<file path="src/rtl/req_pending_ctrl_pkg.sv">
// Shared widths, FSM state type and helpers for the request-pending controller.
// Imported by the edge detector and the top-level sequencer.
package req_pending_ctrl_pkg;

    localparam int N_REQ = 16;
    localparam int IDX_W = 4;

    typedef enum logic [0:0] {
        IDLE  = 1'b0,
        GRANT = 1'b1
    } state_e;

    // Produces the single-bit mask that clears one served pending bit.
    function automatic logic [N_REQ-1:0] onehot(input logic [IDX_W-1:0] idx);
        logic [N_REQ-1:0] vec;
        vec      = '0;
        vec[idx] = 1'b1;
        return vec;
    endfunction

endpackage

</file>
<file path="src/rtl/req_pending_ctrl_edge_detect.sv">
// Rising-edge detector for the request lines: one registered copy of req.
// A line that stays high produces exactly one single-cycle pulse.
module req_edge_detect
    import req_pending_ctrl_pkg::*;
(
    input  logic             clk,
    input  logic             rst_n,
    input  logic [N_REQ-1:0] req,
    output logic [N_REQ-1:0] req_rise
);

    logic [N_REQ-1:0] req_d_q;
    logic [N_REQ-1:0] req_d_d;

    always_comb begin
        req_d_d = req;
    end

    always_ff @(posedge clk or negedge rst_n) begin
        if (!rst_n) begin
            req_d_q <= '0;
        end else begin
            req_d_q <= req_d_d;
        end
    end

    assign req_rise = req & ~req_d_q;

endmodule

</file>
<file path="src/rtl/req_pending_ctrl.sv">
// Captures request edges into sticky pending bits, samples the external
// priority encoder once per grant and offers the result over valid/ready.
module req_pending_ctrl
    import req_pending_ctrl_pkg::*;
(
    input  logic             clk,
    input  logic             rst_n,
    input  logic [N_REQ-1:0] req,
    input  logic [N_REQ-1:0] mask,
    input  logic             clr_all,
    output logic [N_REQ-1:0] enc_w,
    output logic             enc_en,
    input  logic [IDX_W-1:0] enc_y,
    output logic             grant_valid,
    output logic [IDX_W-1:0] grant_idx,
    input  logic             grant_ready,
    output logic [N_REQ-1:0] pending,
    output logic             overflow
);

    logic [N_REQ-1:0] req_rise;

    state_e           state_q, state_d;
    logic [IDX_W-1:0] grant_idx_q, grant_idx_d;
    logic [N_REQ-1:0] pending_q, pending_d;
    logic             overflow_q, overflow_d;

    logic             handshake;
    logic [N_REQ-1:0] clr_vec;

    req_edge_detect u_edge (
        .clk      (clk),
        .rst_n    (rst_n),
        .req      (req),
        .req_rise (req_rise)
    );

    assign enc_w       = pending_q & ~mask;
    assign enc_en      = (state_q == IDLE);
    assign grant_valid = (state_q == GRANT);
    assign grant_idx   = grant_idx_q;
    assign pending     = pending_q;
    assign overflow    = overflow_q;

    assign handshake = (state_q == GRANT) && grant_ready;
    assign clr_vec   = handshake ? onehot(grant_idx_q) : '0;

    // Set wins over the handshake clear, and such a collision is not an overflow.
    always_comb begin
        pending_d  = (pending_q & ~clr_vec) | req_rise;
        overflow_d = overflow_q | (|(req_rise & pending_q & ~clr_vec));
        if (clr_all) begin
            pending_d  = '0;
            overflow_d = 1'b0;
        end
    end

    // |enc_w is required because the encoder also answers 0 for an empty vector.
    always_comb begin
        state_d     = state_q;
        grant_idx_d = grant_idx_q;
        unique case (state_q)
            IDLE: begin
                if (|enc_w) begin
                    state_d     = GRANT;
                    grant_idx_d = enc_y;
                end
            end
            GRANT: begin
                if (grant_ready) begin
                    state_d = IDLE;
                end
            end
            default: state_d = IDLE;
        endcase
        if (clr_all) begin
            state_d = IDLE;
        end
    end

    always_ff @(posedge clk or negedge rst_n) begin
        if (!rst_n) begin
            state_q     <= IDLE;
            grant_idx_q <= '0;
            pending_q   <= '0;
            overflow_q  <= 1'b0;
        end else begin
            state_q     <= state_d;
            grant_idx_q <= grant_idx_d;
            pending_q   <= pending_d;
            overflow_q  <= overflow_d;
        end
    end

endmodule

</file>
<file path="config.mk">
export PLATFORM = sky130hd
export DESIGN_NAME = req_pending_ctrl
export DESIGN_NICKNAME = d
export VERILOG_FILES = /design/src/rtl/req_pending_ctrl_pkg.sv /design/src/rtl/req_pending_ctrl_edge_detect.sv /design/src/rtl/req_pending_ctrl.sv
export SDC_FILE = /design/constraint.sdc
export NUM_CORES = 1
export LEC_CHECK = 0
export ABC_AREA = 1
export ABC_CLOCK_PERIOD_IN_PS = 1400
export BUFFER_PORTS_ARGS = -buffer_cell sky130_fd_sc_hd__buf_4
export CAP_MARGIN = 10
export CORE_ASPECT_RATIO = 1.5
export CORE_UTILIZATION = 45
export DETAILED_ROUTE_END_ITERATION = 10
export GPL_TIMING_DRIVEN = 0
export HOLD_SLACK_MARGIN = 0.05
export PLACE_DENSITY = 0.76
export RECOVER_POWER = 50
export SYNTH_ARGS = -nofsm -noshare
export SYNTH_HDL_FRONTEND = slang
export SYNTH_SLANG_ARGS = --single-unit
</file>
<file path="constraint.sdc">
create_clock -name clk -period 1.4 [get_ports clk]
set_input_delay 0.21 -clock clk [delete_from_list [all_inputs] [get_ports clk]]
set_output_delay 0.21 -clock clk [all_outputs]
set_load 0.05 [all_outputs]
</file>
Word level (Yosys, flattened, before mapping)

Index checks and enable logic that the tools add are counted.

Register bits: 38
Input port bits: 40
Output and inout port bits: 39
Word-level logic and storage cells: 32

Magnitude comparators: 2
Multiplexer cells: 9
Bitwise gates (word level): 11
Reductions and logical operators: 5

Operators by type and width:

| kind               | count |
|---|---|
| $and 16x16->16     | 5 |
| $not 16->16        | 3 |
| $mux 16            | 2 |
| $reduce_or 16->1   | 2 |
| $or 16x16->16      | 1 |
| $lt 4x5->1 const B | 1 |
| $mux 1             | 5 |
| $demux 1 s4        | 1 |
| $ge 4x1->1 const B | 1 |
| $logic_and 1x1->1  | 2 |
| $pmux 1 s2         | 1 |
| $reduce_and 2->1   | 1 |
| $not 1->1          | 1 |
| $or 1x1->1         | 1 |

Longest topological paths before layout

Gate-level depths: netlist of run 1.

Word-level depth: 10
Depth in mapped cells: 10
Gate-level depth less buffers: 10

Cells and area by module

A second synthesis of run 1 with hierarchy kept.

Cells, all modules: 277
Area, all modules: 1980.6 um^2

By module, submodules not included:

| module           | times used | cells an instance | area an instance (um^2) | seq. area each (um^2) |
|---|---|---|---|---|
| req_pending_ctrl | 1          | 229               | 1420.1                  | 550.5 |
| req_edge_detect  | 1          | 48                | 560.5                   | 400.4 |

Worst setup path after synthesis of run 1

OpenSTA, ideal clock, no wires.

Kind: reg-to-reg
Start: register pending_q[7], in the netlist pending[7]
End: register grant_idx_q[3], in the netlist grant_idx[3]
Setup time: 120 ps
Arrival: 1999 ps
Required time: 1280 ps
Setup slack: -719 ps
Cell stages (with the launch flop): 8
Buffers on the path: 0
Clock period less this slack: 2119 ps
Path through: dfrtp_1 > inv_1 > nor2_1 > nor3_1 > nand4_2 > nand2_1 > nand2_1 > nand2_1

Cells in the longest elaborated chain, start to end: 3

Ends and longest elaborated chain:

| element                    | RTL line               | RTL |
|---|---|---|
| start: declaration         | req_pending_ctrl.sv:25 | `logic [N_REQ-1:0] pending_q, pending_d;` |
| start signal: assignment   | req_pending_ctrl.sv:90 | `pending_q <= pending_d;` |
| $and 16x16->16             | req_pending_ctrl.sv:38 | `assign enc_w = pending_q & ~mask;` |
| net enc_w[7]               | req_pending_ctrl.sv:11 | `output logic [N_REQ-1:0] enc_w,` |
| $reduce_or 16->1           | req_pending_ctrl.sv:64 | `if (\|enc_w) begin` |
| $reduce_and 2->1 (no line) | -                      |  |
| end signal: assignment     | req_pending_ctrl.sv:89 | `grant_idx_q <= grant_idx_d;` |
| end: declaration           | req_pending_ctrl.sv:24 | `logic [IDX_W-1:0] grant_idx_q, grant_idx_d;` |

The timed path passes the listed nets, and every way through them passes these cells.
A chain may end at the register's enable or synchronous reset.

Worst setup path in the final report of run 1

Start: register grant_idx_q[1], in the netlist grant_idx[1]
End: register overflow_q, in the netlist overflow

Cells in the longest elaborated chain, start to end: 10
Elaborated cells between the ends (all ways): 11
Those cells by class: order compare: 2; mux: 4; bitwise: 3; reduce/logical: 2

Ends and longest elaborated chain:

| element                                                        | RTL line                   | RTL |
|---|---|---|
| $lt 4x5->1 (not written as such) or $ge 4x1->1 (tied branches) | req_pending_ctrl_pkg.sv:17 | `vec[idx] = 1'b1;` |
| $logic_and 1x1->1 (not written as such)                        | req_pending_ctrl_pkg.sv:17 |  |
| $mux 1 (not written as such)                                   | req_pending_ctrl_pkg.sv:17 |  |
| $demux 1 s4 *                                                  | req_pending_ctrl_pkg.sv:17 |  |
| $mux 16 *                                                      | req_pending_ctrl.sv:46     | `assign clr_vec = handshake ? onehot(grant_idx_q) : '0;` |
| $not 16->16 *                                                  | req_pending_ctrl.sv:51     | `overflow_d = overflow_q \| (\|(req_rise & pending_q & ~clr_vec));` |
| $and 16x16->16 *                                               | req_pending_ctrl.sv:51     |  |
| $reduce_or 16->1 *                                             | req_pending_ctrl.sv:51     |  |
| $or 1x1->1 *                                                   | req_pending_ctrl.sv:51     |  |
| $mux 1 *                                                       | req_pending_ctrl.sv:52     | `if (clr_all) begin` |
| net overflow_d                                                 | req_pending_ctrl.sv:26     | `logic overflow_q, overflow_d;` |
| end signal: assignment                                         | req_pending_ctrl.sv:91     | `overflow_q <= overflow_d;` |
| end: declaration                                               | req_pending_ctrl.sv:26     |  |

The timed path passes the listed nets; every way through them passes the cells marked *.

==> flow_summary_export.csv, run 1 <==
group,metric,value,unit
run_status,status,"complete, but fails checks",
run_status,violations,"setup timing",
yosys,syn_inst,263,
placement,dp_cells,385,
power_and_ir_drop,p_per_area,1050,nW/um^2
sta,slew_violations,0,
yosys,synthesis.area,1890,um^2
sta,post-route-period-util,1.02,
sta,layout_setup_ws,-0.0262,ns
worst_setup_path,cp-end-kind,"register",
clock_network,clk_latency,0.29,ns
die,fp.dieW,54.9,um
grt,grt_first_pass_wirelength,7.71,mm
clock_network,cts_root_buffer,"clkbuf_8",
grt,antenna_found_initial,0,
flow_run,maxCapViolations,0,
die,start_util,0.474,
yosys,yosysTopAreaCell,"dfrtp_1",
clock_network,htreeDepth,2,
yosys,synth_flop_cell,"dfrtp_1",
yosys,synth.ff_latch_count,38,
cells_and_area,num_antenna_cells,0,
grt,track_usage,0.245,
yosys,synth_area_per_cell,7.19,um^2
sta,worst_hold_slack,0.154,ns
worst_hold_path,hold_path_class,"input pin to register",
die,die_h,81.4,um
die,io_pins,79,
yosys,synth_warnings,0,
placement,port_buffers,77,
yosys,synthesis.nets,303,
sta,fmax,0.701,GHz
cells_and_area,finalNonFillerCells,416,
cells_and_area,synthToLayoutAreaGrowth,57.6,%
sta,rsz0062_at_grt,"yes",
placement,place_congestion,0.869,
grt,grt_pass1_vias,1842,
yosys,synth-edff-count,0,
placement,dp_hpwl,3.61,mm
worst_setup_path,critPathKind,"register to register",
yosys,synth_top_area_frac,0.503,
clock_network,cts_tree,"built",
cells_and_area,drive_gt1_frac,0.407,
yosys,async_flop_share,1.00,
worst_setup_path,cp.required,1.55,ns
sta,setup_viol,1,
worst_setup_path,cp_data_arrival_time,1.58,ns
grt,grt_max_degree,39,
cells_and_area,layout_common_cells,"nand2_1, buf_4, inv_1",
route,drc,0,
yosys,synth_area_leaders,"dfrtp_1, nand2_1, inv_1",
cells_and_area,fill_cells,334,
sta,slew-limit-headroom,0.374,
sta,worst_pin_slew,0.938,ns
route,avgViaCountPerCell,4.62,
worst_setup_path,crit_fanout,6,
clock_network,cts_made_buffers,5,
cells_and_area,seq_area,972,um^2
sta,finalCriticalPeriod,1.43,ns
die,dieArea,4470,um^2
route,ant_nets,0,
route,dr.pass1.iters,4,
route,via_count,1920,
cells_and_area,multiInputGateArea,872,um^2
worst_setup_path,reg2reg_depth,10,
sta,fin_worst_skew,0.00687,ns
grt,overflow,0,
worst_hold_path,whs_path_depth,3,
route,wl_per_cell,11.9,um
cells_and_area,layout_commonest_cell,"nand2_1",
route,routed_wl,4.96,mm
yosys,seq_area_frac_synth,0.503,
power_and_ir_drop,vdd_drop_max,1040,uV
clock_network,cts_sinks,38,
clock_network,clockBufferDepth,2,
die,num_rows,28,
sta,hold_viol_final,0,
cells_and_area,nets,410,
die,core,3990,um^2
yosys,synth_cell_type_count,20,
worst_setup_path,start_kind,"register",
power_and_ir_drop,leakage,1.58,nW
route,initialDrtViolationCount,41,
clock_network,cts.clk_slew.worst_paths,0.07,ns
==> cell usage after synthesis (2+ instances only) <==
master	instances
nand2_1	87
inv_1	52
dfrtp_1	38
nor2_1	34
a21oi_1	16
nand3_1	10
nor3_1	6
or2_2	4
nor2_2	3
inv_2	2
nor2_4	2
==> critical path, cell delays in order (launching register included) <==
cell     delay [ns]
dfrtp_2        0.46
inv_2          0.09
nand2_2        0.07
nor2_4         0.14
nand2_1        0.09
nand2_1        0.06
nand2_1        0.06
nor2_2         0.11
nand2_1        0.07
nor2_1         0.09
nor2_1         0.05
==> cell families (layout without fill, tap and decap cells) <==
group                  count (synthesis)  count (layout)  share of synthesized area
and+or+nand+nor                      150             150                      0.335
DFF                                   38              38                      0.503
AOI/OAI and AO/OA                     18              18                     0.0496
buffers and inverters                 57             165                      0.113
==> metal layers <==
layer	GRT usage	vias up	share of wire
li1	-	995	-
met1	0.262	868	0.38
met2	0.446	47	0.56
met3	0.0444	10	0.037
met4	0.108	0	0.021
met5	0	-	0
==> metrics by stage <==
stage                     power, mW  setup slack (ns)  utilization  setup TNS [ns]  area [um^2]
final                          3.13           -0.0262        0.747         -0.0262         2980
after detailed placement       2.28            -0.146        0.655          -0.149         2620
after global placement         2.26            -0.123        0.655          -0.123         2620
after global routing           3.27            -0.104        0.747           -1.10         2980
after CTS                      3.11           -0.0103        0.735         -0.0103         2940
after floorplan                1.93           -0.0571            -          -0.246         1980
==> sequential cells by signal, summed over array words and instances, names as in the netlist <==
register        cells
pending            16
u_edge.req_d_q     16
grant_idx           4
grant_valid         1
overflow            1
==> final timing paths <==
kind,startpoint,end,slack [ns]
worst max-delay path,grant_idx[1]$_DFFE_PN0P_,overflow$_DFF_PN0_,-0.03
worst min-delay path,enc_y[0],grant_idx[0]$_DFFE_PN0P_,0.15
worst max register to register,grant_idx[1]$_DFFE_PN0P_,overflow$_DFF_PN0_,-0.03
worst min register to register,u_edge.req_d_q[2]$_DFF_PN0_,pending[2]$_DFF_PN0_,0.52
max in group asynchronous,rst_n,grant_idx[3]$_DFFE_PN0P_,0.16
min in group asynchronous,rst_n,u_edge.req_d_q[7]$_DFF_PN0_,0.58
==> timing repair <==
item                                    4_1_cts  5_1_grt
hold buffers                                 17        0
buffers inserted                              4        2
pin swaps                                     8       10
gates resized for setup                      15       11
endpoints found under the setup margin        2        8
hold endpoints to repair                     54        0
==> layout make-up <==
type / instances / area share
Timing Repair Buffer: 100 / 0.264
Tap cell: 45 / 0.0189
Sequential cell: 38 / 0.326
Clock buffer: 8 / 0.0269
Buffer: 2 / 0.00252
Multi-Input combinational cell: 168 / 0.292
Inverter: 55 / 0.0692
==> power breakdown <==
group          switching [mW]  internal [mW]
sequential              0.108           1.20
clock                   0.365          0.354
combinational           0.707          0.403
total                    1.18           1.95
Note: power is estimated with default switching activity, not from simulation.
==> inputs of run 2 (changes only) <==
Settings changed: ABC_CLOCK_PERIOD_IN_PS 1400 to 1300, CORE_UTILIZATION 45 to 43.
Clock period 1.4 ns to 1.3 ns, I/O delays scaled along.
==> run 2 against run 1 <==
  * The flow still finishes with violations (setup timing)
  * Largest cell class unchanged
  * Sequential cell count stayed put
  * Hold slack got worse by 0.0097 ns
  * Critical endpoint unchanged
  * Setup slack got worse by 0.069 ns
==> flow_summary_export.csv, run 2 (synthesis results as in run 1) <==
group,metric,value,unit
power_and_ir_drop,vdd_drop_max,907,uV
cells_and_area,multiInputGateArea,911,um^2
worst_setup_path,crit_fanout,5,
flow_run,maxCapViolations,0,
worst_setup_path,cp-end-kind,"register",
sta,worst_pin_slew,0.550,ns
cells_and_area,num_antenna_cells,0,
cells_and_area,layout_commonest_cell,"nand2_1",
placement,dpl_worst_slack,-0.195,ns
cells_and_area,fill_cells,327,
worst_setup_path,path_cells,"inv_2 -> nand2_2 -> nor2_4 -> nand2_2 -> nand2_1 -> nand2_1 -> nor2_2 -> nand3_1 -> nor2_1 -> nor2_1",
worst_setup_path,cp.required,1.45,ns
route,initialDrtViolationCount,58,
cells_and_area,layout_common_cells,"nand2_1, buf_4, inv_1",
placement,port_buffers,77,
die,io_pins,79,
die,dieArea,4670,um^2
sta,slew_violations,0,
sta,layout_setup_ws,-0.0948,ns
sta,setup_tns,-0.289,ns
placement,place_congestion,0.843,
worst_hold_path,whs_path_depth,3,
clock_network,cts_sinks,38,
sta,slew-limit-headroom,0.633,
cells_and_area,synthToLayoutAreaGrowth,67.3,%
clock_network,cts_made_buffers,5,
clock_network,cts_root_buffer,"clkbuf_8",
clock_network,htreeDepth,2,
placement,dp_cells,386,
grt,grt_max_degree,39,
grt,antenna_found_initial,0,
route,routed_wl,5.30,mm
cells_and_area,nets,419,
clock_network,cts_tree,"built",
cells_and_area,seq_area,973,um^2
die,num_rows,29,
run_status,violations,"setup timing",
route,via_count,2042,
grt,track_usage,0.238,
grt,overflow,0,
worst_setup_path,reg2reg_depth,10,
die,start_util,0.449,
power_and_ir_drop,finalPower,3.64,mW
clock_network,cts.clk_slew.worst_paths,0.07,ns
sta,fmax,0.717,GHz
route,ant_nets,0,
sta,fin_worst_skew,0.00621,ns
clock_network,clk_latency,0.29,ns
worst_setup_path,start_kind,"register",
worst_setup_path,slowest_delay,0.44,ns
worst_hold_path,hold_path_class,"input pin to register",
die,fp.dieW,56.2,um
power_and_ir_drop,leakage,1.65,nW
worst_hold_path,holdPathEnd,"grant_idx[2]$_DFFE_PN0P_",
die,die_h,83.2,um
route,dr.pass1.iters,4,
worst_setup_path,r2r_start,"grant_idx[1]$_DFFE_PN0P_",
route,drc,0,
sta,setup_viol,8,
run_status,status,"complete, but fails checks",
power_and_ir_drop,p_per_area,1150,nW/um^2
sta,finalCriticalPeriod,1.39,ns
worst_setup_path,rrSetupSlack,-0.09,ns
sta,post-route-period-util,1.07,
grt,grt_first_pass_wirelength,8.65,mm
worst_setup_path,r2r_end,"overflow$_DFF_PN0_",
worst_setup_path,critPathKind,"register to register",
worst_setup_path,critPathSlowestCell,"dfrtp_2",
grt,grt_pass1_vias,2044,
sta,hold_viol_final,0,
cells_and_area,drive_gt1_frac,0.458,
route,wl_per_cell,12.4,um
worst_hold_path,hp-start,"enc_y[2]",
placement,dp_hpwl,3.78,mm
cells_and_area,finalNonFillerCells,426,
cells_and_area,final_util,0.752,
route,avgViaCountPerCell,4.79,
die,core,4210,um^2
clock_network,clockBufferDepth,2,
worst_setup_path,cp_data_arrival_time,1.55,ns
sta,rsz0062_at_grt,"yes",
[run 2: cell count changes in the layout (fill, tap and decap cells not counted), sizes merged]
cell / change
buf: +9
clkinvlp: +1
inv: -1
[run 2: per-stage QoR]
| stage | cell area [um^2] | hold WS, ns |
|---|---|---|
| after floorplan | 1990 | -0.101 |
| after global placement | 2620 | 0.188 |
| after detailed placement | 2620 | 0.185 |
| after CTS | 3050 | 0.139 |
| after global routing | 3160 | 0.150 |
| final | 3160 | 0.144 |
[run 2: final cells by class]
cell class | count | area share
buffer | 2 | 0.00237
clock buffer | 8 | 0.0348
inverter | 55 | 0.0664
multi-input combinational | 168 | 0.288
sequential | 38 | 0.308
tap | 46 | 0.0182
timing repair buffer | 109 | 0.283
[run 2: critical path: cells and delay by family, from the launching register on]
| family | cells | cell delay, ns |
|---|---|---|
| flip-flops | 1 | 0.44 |
| buffers and inverters | 1 | 0.08 |
| AND/OR/NAND/NOR | 9 | 0.75 |
[run 2: metal layers]
metal | vias to the layer above | routed length (um) | global-route usage
met5 | - | 0 | 0
met4 | 0 | 102 | 0.0953
met3 | 10 | 190 | 0.0374
met2 | 50 | 3110 | 0.450
met1 | 966 | 1900 | 0.254
li1 | 1016 | - | -
[run 2: how the worst max path moves through the flow]
stage,startpoint,end,slack (ns),cells past startpoint
3_5_place_dp,grant_idx[0]$_DFFE_PN0P_,overflow$_DFF_PN0_,-0.20,10
3_3_place_gp,grant_idx[0]$_DFFE_PN0P_,overflow$_DFF_PN0_,-0.21,10
2_1_floorplan,pending[5]$_DFF_PN0_,grant_idx[3]$_DFFE_PN0P_,-0.16,7
4_1_cts,grant_idx[1]$_DFFE_PN0P_,overflow$_DFF_PN0_,-0.09,10
5_1_grt,grant_idx[1]$_DFFE_PN0P_,overflow$_DFF_PN0_,-0.24,10
6_report,grant_idx[1]$_DFFE_PN0P_,overflow$_DFF_PN0_,-0.09,10
[run 2: where the power goes]
group / internal, mW / switching, mW / total, mW
logic: 0.496 / 0.799 / 1.30
clock network: 0.535 / 0.395 / 0.930
registers: 1.29 / 0.121 / 1.41
[run 2: repair_timing]
action | 4_1_cts | 5_1_grt
gates cloned | 0 | 0
buffers inserted | 8 | 7
endpoints found under the hold margin | 54 | 0
hold buffers | 17 | 0
pin swaps | 14 | 10
gates resized for setup | 26 | 22
endpoints found under the setup margin | 8 | 15
==> inputs of run 3 (changes only) <==
==> constraint.sdc (replaced) <==
create_clock -name clk -period 1.3 [get_ports clk]
set_input_delay 0.26 -clock clk [delete_from_list [all_inputs] [get_ports clk]]
set_output_delay 0.26 -clock clk [all_outputs]
set_load 0.05 [all_outputs]
==> run 3 against run 2 <==
  * The flow still finishes with violations (setup timing)
  * Global-route usage decreased by 0.056 points
  * Critical path depth shrank 1
  * Setup slack got worse by 0.088 ns
  * Clock power is 10% lower
  * Sequential power is essentially flat
==> flow_summary_export.csv, run 3 (synthesis results as in run 1) <==
group,metric,value,unit
worst_setup_path,rrSetupSlack,-0.18,ns
clock_network,htreeDepth,2,
run_status,violations,"setup timing",
worst_setup_path,cp_data_arrival_time,1.65,ns
cells_and_area,layout_commonest_cell,"nand2_1",
clock_network,clockBufferDepth,2,
run_status,status,"complete, but fails checks",
worst_setup_path,critPathKind,"register to register",
clock_network,clk_latency,0.30,ns
sta,setup_viol,10,
clock_network,cts_tree,"built",
sta,post-route-period-util,1.14,
worst_setup_path,start_kind,"register",
worst_setup_path,cp-end-kind,"register",
placement,dp_cells,386,
sta,layout_setup_ws,-0.183,ns
grt,grt_first_pass_wirelength,8.45,mm
route,ant_nets,0,
sta,rsz0062_at_grt,"yes",
clock_network,cts_made_buffers,5,
clock_network,cts_sinks,38,
grt,grt_pass1_vias,1856,
worst_setup_path,cp.required,1.47,ns
power_and_ir_drop,finalPower,3.56,mW
power_and_ir_drop,p_per_area,1140,nW/um^2
route,initialDrtViolationCount,53,
route,routed_wl,5.48,mm
placement,place_congestion,0.828,
die,num_rows,29,
route,via_count,1986,
sta,fin_worst_skew,0.00656,ns
grt,track_usage,0.237,
die,start_util,0.449,
cells_and_area,num_antenna_cells,0,
cells_and_area,drive_gt1_frac,0.508,
sta,fmax,0.674,GHz
placement,port_buffers,77,
placement,dp_hpwl,3.65,mm
clock_network,cts.clk_slew.worst_paths,0.07,ns
flow_run,maxCapViolations,0,
die,core,4210,um^2
die,dieArea,4670,um^2
sta,slew-limit-headroom,0.661,
worst_setup_path,crit_fanout,5,
cells_and_area,nets,405,
cells_and_area,synthToLayoutAreaGrowth,64.2,%
power_and_ir_drop,vdd_drop_max,1200,uV
sta,finalCriticalPeriod,1.48,ns
grt,overflow,0,
sta,hold_viol_final,0,
route,dr.pass1.iters,4,
die,fp.dieW,56.2,um
cells_and_area,layout_common_cells,"nand2_1, buf_4, inv_1",
cells_and_area,final_util,0.738,
power_and_ir_drop,leakage,1.59,nW
sta,slew_violations,0,
cells_and_area,finalNonFillerCells,412,
grt,grt_max_degree,39,
placement,dpl_worst_slack,-0.197,ns
grt,antenna_found_initial,0,
route,drc,0,
die,io_pins,79,
worst_hold_path,hold_path_class,"input pin to register",
route,avgViaCountPerCell,4.82,
clock_network,cts_root_buffer,"clkbuf_8",
die,die_h,83.2,um
sta,worst_pin_slew,0.508,ns
route,wl_per_cell,13.3,um
run 3: cell types whose count changed in the layout (fill, tap and decap cells not counted), moves of 2 or more:
cell | previous run | this run
dfrtp_2 | 18 | 21
dfrtp_1 | 20 | 17
inv_1 | 39 | 36
clkbuf_1 | 3 | 5
nor2_2 | 6 | 3
nor2_4 | 14 | 16
nand2_1 | 76 | 70
inv_4 | 0 | 2
clkbuf_8 | 8 | 6
buf_4 | 65 | 52
buf_8 | 1 | 6
dlygate4sd3_1 | 17 | 1
buf_6 | 9 | 19
nand2_2 | 10 | 16
run 3: area by class of cell:
type	count	area (um^2)
flip-flops and latches	38	977
clock buffers	7	86.3
repair buffers	95	821
clock inverters	1	5.00
plain buffers	2	7.51
multi-input cells	168	933
fillers	335	1100
inverters	55	219
well taps	46	57.6
run 3: through the flow:
stage          area (um^2)  hold slack, ns  TNS, ns
6_report              3110          0.0893   -0.610
5_1_grt               3110          0.0909    -1.12
4_1_cts               2920          0.0695   -0.245
3_5_place_dp          2640           0.252   -0.830
3_3_place_gp          2640           0.254   -0.673
2_1_floorplan         2000         -0.0356   -0.827
run 3: what timing repair did:
action                                 in CTS  in global routing
resized for setup                          33                 46
pin swaps                                  11                 10
endpoints found under the hold margin      38                  0
hold buffers                                1                  0
buffers inserted                           10                  7
setup endpoints to repair                  21                 28
gates cloned                                0                  0
run 3: path summary, 6_finish.rpt:
path	end	depth (start not counted)	startpoint
max	overflow$_DFF_PN0_	9	grant_idx[1]$_DFFE_PN0P_
min	u_edge.req_d_q[9]$_DFF_PN0_	1	req[9]
max reg2reg	overflow$_DFF_PN0_	9	grant_idx[1]$_DFFE_PN0P_
min reg2reg	pending[4]$_DFF_PN0_	3	u_edge.req_d_q[4]$_DFF_PN0_
max in group asynchronous	pending[4]$_DFF_PN0_	2	rst_n
min in group asynchronous	u_edge.req_d_q[5]$_DFF_PN0_	2	rst_n
run 3: routing by layer:
layer,vias up,global-route usage,share of wire
li1,981,-,-
met3,7,0.0498,0.045
met2,60,0.419,0.58
met1,938,0.268,0.35
met4,0,0.109,0.018
met5,-,0,0
run 3: worst max-delay path, stage by stage (launching register included):
cell and delay [ns]:
dfrtp_2 0.44, buf_4 0.16, nor2_2 0.12, nand3_1 0.11, nand2_1 0.07, nand2_1 0.05, nor2_1 0.13, nand3_1 0.11
nor2_1 0.12, nor2_1 0.05
run 3: power by group:
part / internal (mW) / switching [mW]
sequential: 1.29 / 0.120
clock: 0.427 / 0.410
combinational: 0.483 / 0.826
total: 2.20 / 1.35
